### src/rtl/tank_pkg.sv
// Shared codes for tank motion: direction encoding used by the keyboard
// decoder, motion sequencer and renderer, plus the motion state codes.
package tank_pkg;

    localparam logic [2:0] DIR_LEFT  = 3'd0;
    localparam logic [2:0] DIR_RIGHT = 3'd1;
    localparam logic [2:0] DIR_UP    = 3'd2;
    localparam logic [2:0] DIR_DOWN  = 3'd3;

    typedef enum logic [1:0] {
        ST_IDLE    = 2'd0,
        ST_TURN    = 2'd1,
        ST_MOVE    = 2'd2,
        ST_BLOCKED = 2'd3
    } mstate_t;

endpackage

### src/rtl/tick_gen.sv
// Free-running slot counter; tick is high on the last count of each slot.
module tick_gen #(
    parameter int DIV = 4
) (
    input  logic clk,
    input  logic rst,
    output logic tick
);

    localparam int CW = $clog2(DIV);
    localparam logic [CW-1:0] LAST = CW'(DIV - 1);

    logic [CW-1:0] cnt;

    assign tick = (cnt == LAST);

    always_ff @(posedge clk) begin
        if (rst) begin
            cnt <= '0;
        end else if (tick) begin
            cnt <= '0;
        end else begin
            cnt <= cnt + CW'(1);
        end
    end

endmodule

### src/rtl/tank_motion_ctrl.sv
// Tank motion sequencer: one turn or one clamped step per slot tick,
// stopping at arena bounds or when the map reports an obstacle.
module tank_motion_ctrl
    import tank_pkg::*;
#(
    parameter int X_W      = 10,
    parameter int Y_W      = 9,
    parameter int STEP_DIV = 500000,
    parameter int STEP     = 2,
    parameter int X_MIN    = 0,
    parameter int X_MAX    = 608,
    parameter int Y_MIN    = 0,
    parameter int Y_MAX    = 448,
    parameter int X_INIT   = 304,
    parameter int Y_INIT   = 400
) (
    input  logic           clk,
    input  logic           rst,
    input  logic [2:0]     direct,
    input  logic           moving,
    input  logic           blocked,
    output logic [X_W-1:0] pos_x,
    output logic [Y_W-1:0] pos_y,
    output logic [2:0]     heading,
    output logic [1:0]     state,
    output logic           step_pulse,
    output logic           turn_pulse
);

    localparam int XW1 = X_W + 1;
    localparam int YW1 = Y_W + 1;
    localparam logic [X_W:0]   SX    = XW1'(STEP);
    localparam logic [Y_W:0]   SY    = YW1'(STEP);
    localparam logic [X_W-1:0] XMIN  = X_W'(X_MIN);
    localparam logic [X_W-1:0] XMAX  = X_W'(X_MAX);
    localparam logic [Y_W-1:0] YMIN  = Y_W'(Y_MIN);
    localparam logic [Y_W-1:0] YMAX  = Y_W'(Y_MAX);
    localparam logic [X_W-1:0] XINIT = X_W'(X_INIT);
    localparam logic [Y_W-1:0] YINIT = Y_W'(Y_INIT);

    logic tick;

    tick_gen #(.DIV(STEP_DIV)) u_tick (
        .clk  (clk),
        .rst  (rst),
        .tick (tick)
    );

    mstate_t         st_q, st_d;
    logic [X_W-1:0]  px_d, x_lft, x_rgt;
    logic [Y_W-1:0]  py_d, y_up, y_dn;
    logic [2:0]      hd_d;
    logic            sp_d, tp_d, at_bound;
    logic [X_W:0]    x_add;
    logic [Y_W:0]    y_add;
    logic signed [X_W:0] x_sub;
    logic signed [Y_W:0] y_sub;

    assign state = st_q;

    // One extra bit keeps both directions free of wrap before clamping
    always_comb begin
        x_add = {1'b0, pos_x} + SX;
        y_add = {1'b0, pos_y} + SY;
        x_sub = $signed({1'b0, pos_x}) - $signed(SX);
        y_sub = $signed({1'b0, pos_y}) - $signed(SY);
        x_lft = (x_sub < $signed({1'b0, XMIN})) ? XMIN : x_sub[X_W-1:0];
        x_rgt = (x_add > {1'b0, XMAX}) ? XMAX : x_add[X_W-1:0];
        y_up  = (y_sub < $signed({1'b0, YMIN})) ? YMIN : y_sub[Y_W-1:0];
        y_dn  = (y_add > {1'b0, YMAX}) ? YMAX : y_add[Y_W-1:0];
    end

    always_comb begin
        at_bound = 1'b1;
        case (heading)
            DIR_LEFT:  at_bound = (pos_x <= XMIN);
            DIR_RIGHT: at_bound = (pos_x >= XMAX);
            DIR_UP:    at_bound = (pos_y <= YMIN);
            DIR_DOWN:  at_bound = (pos_y >= YMAX);
            default:   at_bound = 1'b1;
        endcase
    end

    always_comb begin
        px_d = pos_x;
        py_d = pos_y;
        hd_d = heading;
        st_d = st_q;
        sp_d = 1'b0;
        tp_d = 1'b0;
        if (tick) begin
            if (!moving || direct[2]) begin
                st_d = ST_IDLE;
            end else if (direct != heading) begin
                hd_d = direct;
                st_d = ST_TURN;
                tp_d = 1'b1;
            end else if (blocked || at_bound) begin
                st_d = ST_BLOCKED;
            end else begin
                st_d = ST_MOVE;
                sp_d = 1'b1;
                case (heading)
                    DIR_LEFT:  px_d = x_lft;
                    DIR_RIGHT: px_d = x_rgt;
                    DIR_UP:    py_d = y_up;
                    default:   py_d = y_dn;
                endcase
            end
        end
    end

    always_ff @(posedge clk) begin
        if (rst) begin
            pos_x      <= XINIT;
            pos_y      <= YINIT;
            heading    <= DIR_UP;
            st_q       <= ST_IDLE;
            step_pulse <= 1'b0;
            turn_pulse <= 1'b0;
        end else begin
            pos_x      <= px_d;
            pos_y      <= py_d;
            heading    <= hd_d;
            st_q       <= st_d;
            step_pulse <= sp_d;
            turn_pulse <= tp_d;
        end
    end

endmodule
### config.mk
export PLATFORM = sky130hd
export DESIGN_NAME = tank_motion_ctrl
export DESIGN_NICKNAME = d
export VERILOG_FILES = /design/src/rtl/tank_pkg.sv /design/src/rtl/tick_gen.sv /design/src/rtl/tank_motion_ctrl.sv
export SDC_FILE = /design/constraint.sdc
export NUM_CORES = 1
export LEC_CHECK = 0
export BUFFER_PORTS_ARGS = -buffer_cell sky130_fd_sc_hd__buf_4
export CAP_MARGIN = 20
export CELL_PAD_IN_SITES_DETAIL_PLACEMENT = 1
export CELL_PAD_IN_SITES_GLOBAL_PLACEMENT = 2
export CORE_ASPECT_RATIO = 0.9
export CORE_MARGIN = 1
export CORE_UTILIZATION = 34
export CTS_BUF_LIST = sky130_fd_sc_hd__clkbuf_16
export DETAILED_ROUTE_END_ITERATION = 10
export GPL_ROUTABILITY_DRIVEN = 0
export PLACE_DENSITY = 0.81
export SYNTH_ARGS = -nofsm -noshare
export SYNTH_HDL_FRONTEND = slang
export SYNTH_SLANG_ARGS = --single-unit
### constraint.sdc
create_clock -name clk -period 2.9 [get_ports clk]
set_input_delay 0.145 -clock clk [delete_from_list [all_inputs] [get_ports clk]]
set_output_delay 0.145 -clock clk [all_outputs]
set_load 0.005 [all_outputs]
## Yosys cells after proc, flatten, opt, wreduce, memory -nomap -nowiden

Index checks and enable logic that the tools add are counted.

| word-level totals | value |
|---|---|
| register bits after elaboration | 45 |
| input port bits | 7 |
| logic and storage cells | 54 |

| operators by class | value |
|---|---|
| add/subtract/negate cells | 5 |
| order comparisons | 8 |
| equal/unequal tests | 5 |
| multiplexer cells | 12 |
| bitwise logic cells | 5 |
| reductions and logical operators | 12 |

Operators by type and width:

| operator | count |
|---|---|
| 10-bit 2-to-1 mux | 2 |
| 10-bit case mux with 2 select lines | 1 |
| 19-bit by 1-bit adder with 19-bit output (second input constant) | 1 |
| 19-bit == test (second input constant) | 1 |
| 9-bit 2-to-1 mux | 2 |
| 9-bit case mux with 2 select lines | 1 |
| 10-bit by 2-bit adder with 11-bit output (second input constant) | 1 |
| 11-bit by 10-bit greater-than comparator with 1-bit output (second input constant) | 1 |
| 11-bit by 1-bit < comparator with 1-bit output (second input constant) | 1 |
| 10-bit by 2-bit subtractor with 11-bit output (second input constant) | 1 |
| 9-bit by 2-bit adder with 10-bit output (second input constant) | 1 |
| 10-bit greater-or-equal comparator (second input constant) | 1 |
| 10-bit by 9-bit greater-than comparator with 1-bit output (second input constant) | 1 |
| 10-bit by 1-bit <= comparator with 1-bit output (second input constant) | 1 |
| 10-bit by 1-bit < comparator with 1-bit output (second input constant) | 1 |
| 5-bit AND reduction | 2 |
| 9-bit by 2-bit subtractor with 10-bit output (second input constant) | 1 |
| 9-bit greater-or-equal comparator (second input constant) | 1 |
| 9-bit by 1-bit <= comparator with 1-bit output (second input constant) | 1 |
| 3-bit by 2-bit == test with 1-bit output (second input constant) | 2 |
| 1-bit inverter | 5 |
| 2-bit 2-to-1 mux | 2 |
| 1-bit case mux with 4 select lines | 1 |
| 2-bit OR reduction | 2 |
| other kinds (10) | 13 |

## Longest topological paths before layout

Gate-level depths: netlist (run 1).

| depth | value |
|---|---|
| depth after elaboration | 6 |
| gate-level depth with buffers | 9 |
| mapped depth without buffers | 8 |

## Cells and area by module

From an unflattened synthesis (run 1), not the netlist that was laid out.

| unflattened totals | value |
|---|---|
| cell total of the unflattened synthesis | 391 |
| area, all modules | 3010.4 µm² |

By module, submodules not included:

| module | times used | cells each | area an instance (µm²) |
|---|---|---|---|
| tank_motion_ctrl | 1 | 289 | 2114.5 |
| tick_gen | 1 | 102 | 895.9 |

## Least setup slack after synthesis (run 1)

Ideal clock, no wire load.

| timing | value |
|---|---|
| path type | register to register |
| from | register pos_x[1] |
| to | register pos_x[2] |
| library setup time | 0.070 ns |
| arrival | 2.191 ns |
| required time | 2.830 ns |
| setup slack | 0.639 ns |
| cell stages (with the launch flop) | 9 |
| path through | dfxtp_1 > ha_1 > nand3_1 > or3_1 > a2111o_1 > a21oi_2 > o21ai_2 > mux2_2 > a21oi_1 |

| between the ends | value |
|---|---|
| longest elaborated chain between the ends | 5 |
| elaborated cells between the ends (all ways) | 13 |

RTL lines:

| element | RTL line | RTL |
|---|---|---|
| from (decl) | tank_motion_ctrl.sv:22 | `output logic [X_W-1:0] pos_x,` |
| from (signal assigned) | tank_motion_ctrl.sv:122 | `pos_x <= px_d;` |
| parallel branches: the longest is 5 deep, another holds 10-bit by 2-bit adder with 11-bit output | - |  |

Parallel ways; which one is timed is not known.
A chain may end at the register's enable or synchronous reset.

## Worst setup path after layout (run 1)

| timing | value |
|---|---|
| from | register pos_x[2] |
| to | register pos_x[2] |

The elaborated chain is that of the path after synthesis.

==> results of run 1 <==
## worst max-delay path by stage
stage	start	end	slack (ns)
after floorplan	pos_x[1]$_SDFFE_PP0P_	pos_x[2]$_SDFFE_PP0P_	0.64
final	pos_x[2]$_SDFFE_PP0P_	pos_x[2]$_SDFFE_PP0P_	0.38
after CTS	pos_x[2]$_SDFFE_PP0P_	pos_x[1]$_SDFFE_PP0P_	0.38
after detailed placement	heading[1]$_SDFFE_PP1P_	pos_y[3]$_SDFFE_PP0P_	0.40
after global placement	heading[1]$_SDFFE_PP1P_	pos_y[3]$_SDFFE_PP0P_	0.46
after global routing	pos_x[2]$_SDFFE_PP0P_	pos_x[2]$_SDFFE_PP0P_	0.22
## placed cells by master, fill, tap and decap left out, types with 3 or more instances in the layout
cell       instances
nor2_1            62
buf_4             49
dfxtp_1           43
nand2_1           31
nand3_1           22
a21oi_1           22
o21ai_0           19
nor3_1            14
xnor2_1           13
inv_1             12
xor2_1             9
and3_1             8
a211oi_1           7
ha_1               7
nand4_1            6
or3_1              5
a21o_1             5
clkbuf_16          5
nand4b_1           4
nor4_1             4
or4_1              4
a31oi_1            4
a32oi_1            3
nand3b_1           3
or3_4              3
a22oi_1            3
## metal layers
layer,up-vias,share of wire (%),wire length (um)
li1,1449,-,-
met1,1430,50,4370
met2,37,47,4090
met3,2,3.3,292
met4,0,0.33,29
met5,-,0,0
## power breakdown
group | internal, mW | total [mW] | switching [mW]
registers | 0.596 | 0.602 | 0.00526
logic | 0.0207 | 0.0563 | 0.0356
clock network | 0.402 | 0.640 | 0.238
## registers in the layout, indices dropped and copies added, names as in the netlist
| register | cells |
|---|---|
| heading | 3 |
| pos_x | 9 |
| pos_y | 8 |
| state | 2 |
| step_pulse | 1 |
| turn_pulse | 1 |
| u_tick.cnt | 19 |
## metrics by stage
step	worst slack [ns]	utilization, %
after floorplan	0.639	-
after global placement	0.458	38.7
after detailed placement	0.400	38.7
after CTS	0.384	40.6
after global routing	0.220	40.6
final	0.379	40.6
## kinds of logic after synthesis
family | Yosys count | share of synthesized area [%]
AOI/OAI and AO/OA | 92 | 21.2
xor gates and xnor gates | 22 | 6.47
adders and majority gates | 7 | 2.94
buffers and inverters | 41 | 8.19
DFF | 43 | 28.9
muxes | 3 | 1.09
other | 1 | 0.126
and+or+nand+nor | 183 | 31.2
## worst register-to-register path: stages (launching register included)
cell and delay (ns):
dfxtp_1 0.33, buf_4 0.18, ha_1 0.30, nand3_1 0.13, or3_1 0.37, a2111o_1 0.45
a21oi_2 0.17, o21ai_2 0.12, mux2_2 0.27, a21oi_1 0.14
## final cells by class
type                    instances  area share [%]
clock buffers                   5            3.61
clock inverters                 2            1.08
inverters                      12            1.30
multi-input cells             309            54.2
flip-flops and latches         43            24.8
well taps                     119            4.30
repair buffers                 49            10.6
==> results.json, run 1 <==
{
  "status": "finished, final reports clean",
  "fp.dieArea_mm2": 0.00914,
  "crit_arrival_ns": 2.74,
  "multi_input_area_mm2": 0.00188,
  "fin_tns_setup_ns": 0,
  "wl_per_cell_um": 16.3,
  "synth_seq_area_share_pct": 28.9,
  "grt_overflow": 0,
  "post_cts_resized": 0,
  "place_area_mm2": 0.00330,
  "initial_core_util_pct": 34.9,
  "synthArstFlopShare_pct": 0,
  "hpwlAfterDp_mm": 6.55,
  "dp_cells": 532,
  "cts_setup_buffers": 0,
  "cts.clk_slew.worst_paths_ns": 0.06,
  "maxSlewViolCount": 0,
  "fmax_ghz": 0.397,
  "post-route-drc-count": 0,
  "tritoncts": "yes",
  "ys_ff_latch": 43,
  "min_to": "heading[1]$_SDFFE_PP1P_",
  "yosys.cell_types.count": 67,
  "hold_viol_final": 0,
  "hold_path.class": "input port to register",
  "worstSetupPathDepth": 9,
  "synth_warnings": 0,
  "final-seq-area_um2": 861,
  "busiest_layer": "met2",
  "worst_slew_margin_rel_pct": 61.3,
  "chipWidth_um": 101,
  "peakVddDrop_v": 0.000202,
  "rr_endpoint": "pos_x[2]$_SDFFE_PP0P_",
  "grt_pass1_vias": 2835,
  "yosys-top-cells-area": "dfxtp_1, nor2_1, nand2_1",
  "grt_util_all_layers_pct": 19.8,
  "critical_path_required_ns": 3.11,
  "yosysMostFrequentCell": "nor2_1",
  "crit_buf_inv": 1,
  "cts_root_buf": "clkbuf_16",
  "fill_cells": 1063,
  "dieHeight_um": 90.8,
  "worst-slew-pin-transition_ns": 0.574,
  "ff2ff_setup_slack_ns": 0.38,
  "met2_usage_pct": 31.6,
  "drt_pass1_iterations": 4,
  "yosysTopAreaCellShare_pct": 28.9,
  "startpoint_type": "register",
  "fp-row-count": 32,
  "h-tree-depth": 2,
  "cpMaxStageDelayCell": "a2111o_1",
  "wirelength_mm": 8.78,
  "met3_usage_pct": 3.48,
  "drtIter0Drc": 132,
  "final_net_count": 434,
  "path_cells": "buf_4, ha_1, nand3_1, or3_1, a2111o_1, a21oi_2, o21ai_2, mux2_2, a21oi_1",
  "setup-violations-final": 0,
  "synth_edf_count": 0,
  "cpPeakStageDelay_ns": 0.45,
  "clkLatencyLatePin_ns": 0.28,
  "grt_use_met1_pct": 28.3,
  "drive_gt1_share_pct": 18.3,
  "synth_flop_cell": "dfxtp_1",
  "finClkSkew_ns": 0.00252,
  "clockBufferDepth": 2,
  "netlist_instances": 392,
  "grt_pass1_wl_mm": 14.6,
  "synth_common_cells": "nor2_1, dfxtp_1, nand2_1",
  "design_area_mm2": 0.00346,
  "stdcell_count": 539,
  "min_period_over_period_pct": 86.9,
  "path_delay_family": "compound AO/OA/AOI/OAI gates",
  "p_per_area_mw_per_mm2": 375,
  "grt_max_degree": 25,
  "ios": 33,
  "synth.avg_cell_area_um2": 7.60,
  "n_antenna_cell": 0,
  "synth_area_mm2": 0.00298,
  "crit_path_end_kind": "register",
  "min-delay-start": "direct[1]",
  "routed_via_density": 5.41,
  "portBuffers": 30,
  "hold_depth": 3,
  "cts_hold_buf": 0,
  "finalPower_mw": 1.30,
  "cts.sinks": 43,
  "rr_worst_depth": 9,
  "p_leak_nw": 1.22,
  "reg2reg_from": "pos_x[2]$_SDFFE_PP0P_",
  "crit_fanout": 11,
  "antenna_found_initial": 0,
  "core_area_mm2": 0.00853,
  "drv_cap": 0,
  "num_vias": 2918,
  "hold_ws_ns": 0.103,
  "yosysTopAreaCell": "dfxtp_1",
  "cts_made_buffers": 5,
  "drtAntennaViolNets": 0,
  "rsz0062_at_grt": "no",
  "syn_to_final_growth_pct": 16.2,
  "final.min_clock_period_ns": 2.52,
  "path_class": "register to register"
}
No activity file was read; power rests on OpenSTA's default activity.
==> inputs of run 2 (changes only) <==
--- a/config.mk
+++ b/config.mk
@@ -5,11 +5,11 @@
 export SDC_FILE = /design/constraint.sdc
 export NUM_CORES = 1
 export LEC_CHECK = 0
-export BUFFER_PORTS_ARGS = -buffer_cell sky130_fd_sc_hd__buf_4
+export ABC_CLOCK_PERIOD_IN_PS = 2900
+export BUFFER_PORTS_ARGS = -buffer_cell sky130_fd_sc_hd__clkbuf_2
 export CAP_MARGIN = 20
 export CELL_PAD_IN_SITES_DETAIL_PLACEMENT = 1
 export CELL_PAD_IN_SITES_GLOBAL_PLACEMENT = 2
-export CORE_ASPECT_RATIO = 0.9
 export CORE_MARGIN = 1
 export CORE_UTILIZATION = 34
 export CTS_BUF_LIST = sky130_fd_sc_hd__clkbuf_16
==> run 2 against run 1 <==
Against the previous run:
- register-to-register slack worse by 0.06 ns
- total power is 6.3% lower
- clock skew is 0.0041 ns higher
- setup slack worse by 0.060 ns
- clock power is 12% lower
- via count is 2.2% lower
- sequential power hardly changed
- non-clock buffer count is 6 lower
- largest power group is now registers
- largest cell class unchanged
- hold slack better by 0.043 ns
- critical path type unchanged
==> results.json, run 2 (synthesis gave the netlist of run 1 again) <==
{
  "post_cts_resized": 0,
  "routed_via_density": 5.49,
  "clkLatencyLatePin_ns": 0.29,
  "min_to": "heading[0]$_SDFFE_PP0P_",
  "combPwrFrac_pct": 4.1,
  "hold_ws_ns": 0.146,
  "fill_cells": 1073,
  "cts_made_buffers": 5,
  "sw_frac_of_total_pct": 23.4,
  "hpwlAfterDp_mm": 6.25,
  "initial_core_util_pct": 35.7,
  "grt_util_all_layers_pct": 19.4,
  "finClkSkew_ns": 0.00666,
  "fmax_ghz": 0.387,
  "hold_path.class": "input port to register",
  "drive_gt1_share_pct": 17.1,
  "crit_arrival_ns": 2.74,
  "tritoncts": "yes",
  "h-tree-depth": 2,
  "post-route-drc-count": 0,
  "critical_path_required_ns": 3.06,
  "pwr-share-seq_pct": 49.6,
  "final_net_count": 428,
  "status": "finished, final reports clean",
  "antenna_found_initial": 0,
  "wl_per_cell_um": 16.1,
  "reg2reg_from": "heading[1]$_SDFFE_PP1P_",
  "clockBufferDepth": 2,
  "chipWidth_um": 95.6,
  "min-delay-start": "direct[0]",
  "startpoint_type": "register",
  "num_vias": 2853,
  "p_leak_nw": 1.16,
  "wirelength_mm": 8.39,
  "setup-violations-final": 0,
  "cts_setup_buffers": 0,
  "grt_max_degree": 24,
  "syn_to_final_growth_pct": 11.0,
  "rr_worst_depth": 7,
  "maxSlewViolCount": 0,
  "crit_fanout": 13,
  "grt_pass1_wl_mm": 13.8,
  "clkPwrFrac_pct": 46.3,
  "crit_path_end_kind": "register",
  "p_per_area_mw_per_mm2": 368,
  "switching_power_mw": 0.284,
  "drv_cap": 0,
  "final.min_clock_period_ns": 2.58,
  "dp_cells": 512,
  "cts_hold_buf": 0,
  "dieHeight_um": 95.6,
  "drtAntennaViolNets": 0,
  "cts.clk_slew.worst_paths_ns": 0.07,
  "worst_slew_margin_rel_pct": 63.8,
  "peakVddDrop_v": 0.000191,
  "fp-row-count": 33,
  "largest_register_ffs": 19,
  "top_register": "u_tick.cnt",
  "stdcell_count": 520,
  "rsz0062_at_grt": "no",
  "mostFrequentLayoutCells": "nor2_1, dfxtp_1, nand2_1",
  "hold_viol_final": 0,
  "grt_pass1_vias": 2716,
  "path_class": "register to register",
  "worst-slew-pin-transition_ns": 0.538,
  "ff2ff_setup_slack_ns": 0.32,
  "grt_overflow": 0,
  "core_area_mm2": 0.00834,
  "drtIter0Drc": 89,
  "ios": 33,
  "cts_root_buf": "clkbuf_16",
  "p_int_mw": 0.932,
  "fin_tns_setup_ns": 0,
  "min_period_over_period_pct": 89.0,
  "portBuffers": 30,
  "top_regs": "u_tick.cnt: 19 flops, pos_x: 9 flops, pos_y: 8 flops",
  "fp.dieArea_mm2": 0.00914,
  "cts.sinks": 43,
  "n_antenna_cell": 0,
  "final_common_cell": "nor2_1",
  "rr_endpoint": "pos_y[3]$_SDFFE_PP0P_",
  "hold_depth": 3,
  "drt_pass1_iterations": 4
}
[run 2: per-stage QoR]
stage                     instance area (um2)  worst slack [ns]  util (%)  power, mW
final                                    3310             0.319      39.7       1.22
after global routing                     3310             0.147      39.7       1.27
after global placement                   3160             0.448      37.9      0.667
after detailed placement                 3160             0.328      37.9      0.666
after CTS                                3310             0.304      39.7       1.23
after floorplan                          2980             0.639         -      0.648
[run 2: how the worst max path moves through the flow]
stage                                  to               startpoint  slack [ns]
floorplan           pos_x[2]$_SDFFE_PP0P_    pos_x[1]$_SDFFE_PP0P_        0.64
global placement    pos_y[3]$_SDFFE_PP0P_  heading[1]$_SDFFE_PP1P_        0.45
detailed placement  pos_y[3]$_SDFFE_PP0P_  heading[1]$_SDFFE_PP1P_        0.33
CTS                 pos_y[3]$_SDFFE_PP0P_  heading[1]$_SDFFE_PP1P_        0.30
global route        pos_y[3]$_SDFFE_PP0P_  heading[1]$_SDFFE_PP1P_        0.15
finish              pos_y[3]$_SDFFE_PP0P_  heading[1]$_SDFFE_PP1P_        0.32
[run 2: worst max-delay path: stages (launching register included)]
cell and delay [ns]:
dfxtp_1 0.58, xnor2_1 0.18, nand3_1 0.16, or3_4 0.38, or3_4 0.48, or3_4 0.40, a22oi_2 0.21, a221oi_2 0.07
[run 2: power by group through the flow]
stage / clock [mW] / sequential [mW] / combinational [mW]
after floorplan: 0 / 0.614 / 0.0338
after detailed placement: 0 / 0.617 / 0.0497
after CTS: 0.578 / 0.603 / 0.0504
final: 0.564 / 0.603 / 0.0495
after global placement: 0 / 0.617 / 0.0500
after global routing: 0.606 / 0.604 / 0.0555
[run 2: area by class of cell]
cell class / count / area [um2] / area share (%)
clock buffer: 5 / 125 / 3.78
clock inverter: 3 / 20.0 / 0.605
inverter: 12 / 45.0 / 1.36
multi-input combinational: 309 / 1880 / 56.8
sequential: 43 / 861 / 26.0
tap: 105 / 131 / 3.97
timing repair buffer: 43 / 248 / 7.49
[run 2: layer usage]
layer / track usage [%] / vias to the layer above / routed length (um)
li1: - / 1443 / -
met1: 26.6 / 1358 / 4200
met2: 31.4 / 48 / 3830
met3: 3.11 / 4 / 295
met4: 4.73 / 0 / 68
met5: 0 / - / 0
==> inputs of run 3 (changes only) <==
--- a/config.mk
+++ b/config.mk
@@ -6,7 +6,7 @@
 export NUM_CORES = 1
 export LEC_CHECK = 0
 export ABC_CLOCK_PERIOD_IN_PS = 2900
-export BUFFER_PORTS_ARGS = -buffer_cell sky130_fd_sc_hd__clkbuf_2
+export BUFFER_PORTS_ARGS = -buffer_cell sky130_fd_sc_hd__buf_2
 export CAP_MARGIN = 20
 export CELL_PAD_IN_SITES_DETAIL_PLACEMENT = 1
 export CELL_PAD_IN_SITES_GLOBAL_PLACEMENT = 2
==> run 3 against run 2 <==
Against the previous run:
- fmax is 1.0% higher
- non-clock buffer count is 2 lower
- final cell count is 0.58% lower
- utilization is 0.26 points lower
==> results.json, run 3 (synthesis gave the netlist of run 1 again) <==
{
  "rr_worst_depth": 7,
  "finalPower_mw": 1.20,
  "status": "finished, final reports clean",
  "cts_hold_buf": 0,
  "dp_slack_ns": 0.359,
  "critical_path_required_ns": 3.04,
  "hold_path.class": "input port to register",
  "fill_cells": 1046,
  "cts_root_buf": "clkbuf_16",
  "maxSlewViolCount": 0,
  "final.min_clock_period_ns": 2.55,
  "grt_pass1_wl_mm": 14.1,
  "crit_arrival_ns": 2.70,
  "grt_util_all_layers_pct": 19.7,
  "finClkSkew_ns": 0.00551,
  "mostFrequentLayoutCells": "nor2_1, dfxtp_1, nand2_1",
  "initial_core_util_pct": 35.7,
  "cpMaxStageDelayCell": "dfxtp_1",
  "crit_start": "heading[1]$_SDFFE_PP1P_",
  "path_cells": "xnor2_1, nand3_1, or3_4, or3_4, or3_4, a22oi_2, a221oi_2",
  "hold_depth": 3,
  "grt_overflow": 0,
  "drive_gt1_share_pct": 16.7,
  "crit_top_cell": "or3_4",
  "final_net_count": 426,
  "min-delay-start": "direct[1]",
  "design_area_mm2": 0.00329,
  "p_per_area_mw_per_mm2": 364,
  "min_period_over_period_pct": 88.1,
  "fp-row-count": 33,
  "stdcell_count": 517,
  "place_area_mm2": 0.00315,
  "worst_slack_ns": 0.345,
  "h-tree-depth": 2,
  "clockBufferDepth": 2,
  "grt_max_degree": 25,
  "num_vias": 2898,
  "cts.clk_slew.worst_paths_ns": 0.06,
  "fin_tns_setup_ns": 0,
  "min_to": "heading[1]$_SDFFE_PP1P_",
  "final_core_util_pct": 39.4,
  "final_common_cell": "nor2_1",
  "worst_slew_margin_rel_pct": 64.9,
  "drtIter0Drc": 85,
  "n_antenna_cell": 0,
  "routed_via_density": 5.61,
  "hold_viol_final": 0,
  "portBuffers": 30,
  "path_delay_family": "simple AND/OR/NAND/NOR gates",
  "cts_made_buffers": 5,
  "ios": 33,
  "hpwlAfterDp_mm": 6.37,
  "drt_pass1_iterations": 4,
  "top_register": "u_tick.cnt",
  "antenna_found_initial": 0,
  "crit_buf_inv": 0,
  "core_area_mm2": 0.00834,
  "hold_ws_ns": 0.152,
  "setup-violations-final": 0,
  "fp.dieArea_mm2": 0.00914,
  "post-route-drc-count": 0,
  "ff2ff_setup_slack_ns": 0.35,
  "rr_endpoint": "pos_y[3]$_SDFFE_PP0P_",
  "crit_path_end_kind": "register",
  "wl_per_cell_um": 16.4,
  "p_leak_nw": 1.16,
  "fmax_ghz": 0.391,
  "drv_cap": 0,
  "drtAntennaViolNets": 0,
  "top_regs": "u_tick.cnt: 19 flops, pos_x: 9 flops, pos_y: 8 flops",
  "cpPeakStageDelay_ns": 0.57,
  "rsz0062_at_grt": "no",
  "cts.sinks": 43,
  "worst-slew-pin-transition_ns": 0.521,
  "startpoint_type": "register",
  "tritoncts": "yes",
  "clkLatencyLatePin_ns": 0.28,
  "peakVddDrop_v": 0.000307,
  "path_class": "register to register",
  "grt_pass1_vias": 2768,
  "crit_fanout": 13,
  "dp_cells": 510,
  "post_cts_resized": 0,
  "chipWidth_um": 95.6,
  "reg2reg_from": "heading[1]$_SDFFE_PP1P_",
  "syn_to_final_growth_pct": 10.3,
  "largest_register_ffs": 19,
  "dieHeight_um": 95.6,
  "cts_setup_buffers": 0,
  "wirelength_mm": 8.49
}
run 3: worst max-delay path by stage:
| stage | endpoint | slack [ns] | depth (start not counted) |
|---|---|---|---|
| after floorplan | pos_x[2]$_SDFFE_PP0P_ | 0.64 | 8 |
| after global placement | pos_y[3]$_SDFFE_PP0P_ | 0.43 | 7 |
| after detailed placement | pos_y[3]$_SDFFE_PP0P_ | 0.36 | 7 |
| after CTS | pos_y[3]$_SDFFE_PP0P_ | 0.35 | 7 |
| after global routing | pos_x[4]$_SDFFE_PP1P_ | 0.18 | 8 |
| final | pos_y[3]$_SDFFE_PP0P_ | 0.35 | 7 |
run 3: worst register-to-register path, cell delays in order (launching register included):
cell,delay (ns)
dfxtp_1,0.57
xnor2_1,0.17
nand3_1,0.16
or3_4,0.37
or3_4,0.48
or3_4,0.40
a22oi_2,0.20
a221oi_2,0.07
run 3: where the power goes:
group,switching (mW),total (mW),internal (mW)
clock network,0.231,0.545,0.314
logic,0.0314,0.0484,0.0170
registers,0.00766,0.604,0.596
run 3: final cells by class:
| class | count | area [um2] | area share [%] |
|---|---|---|---|
| clock buffer | 5 | 125 | 3.81 |
| clock inverter | 2 | 13.8 | 0.419 |
| inverter | 12 | 45.0 | 1.37 |
| multi-input combinational | 309 | 1880 | 57.2 |
| sequential | 43 | 861 | 26.2 |
| tap | 105 | 131 | 4.00 |
| timing repair buffer | 41 | 233 | 7.08 |
run 3: layer usage:
metal | routed length, um | GRT usage [%]
met2 | 3950 | 32.6
met3 | 257 | 2.71
met1 | 4200 | 26.9
met5 | 0 | 0
met4 | 82 | 4.35
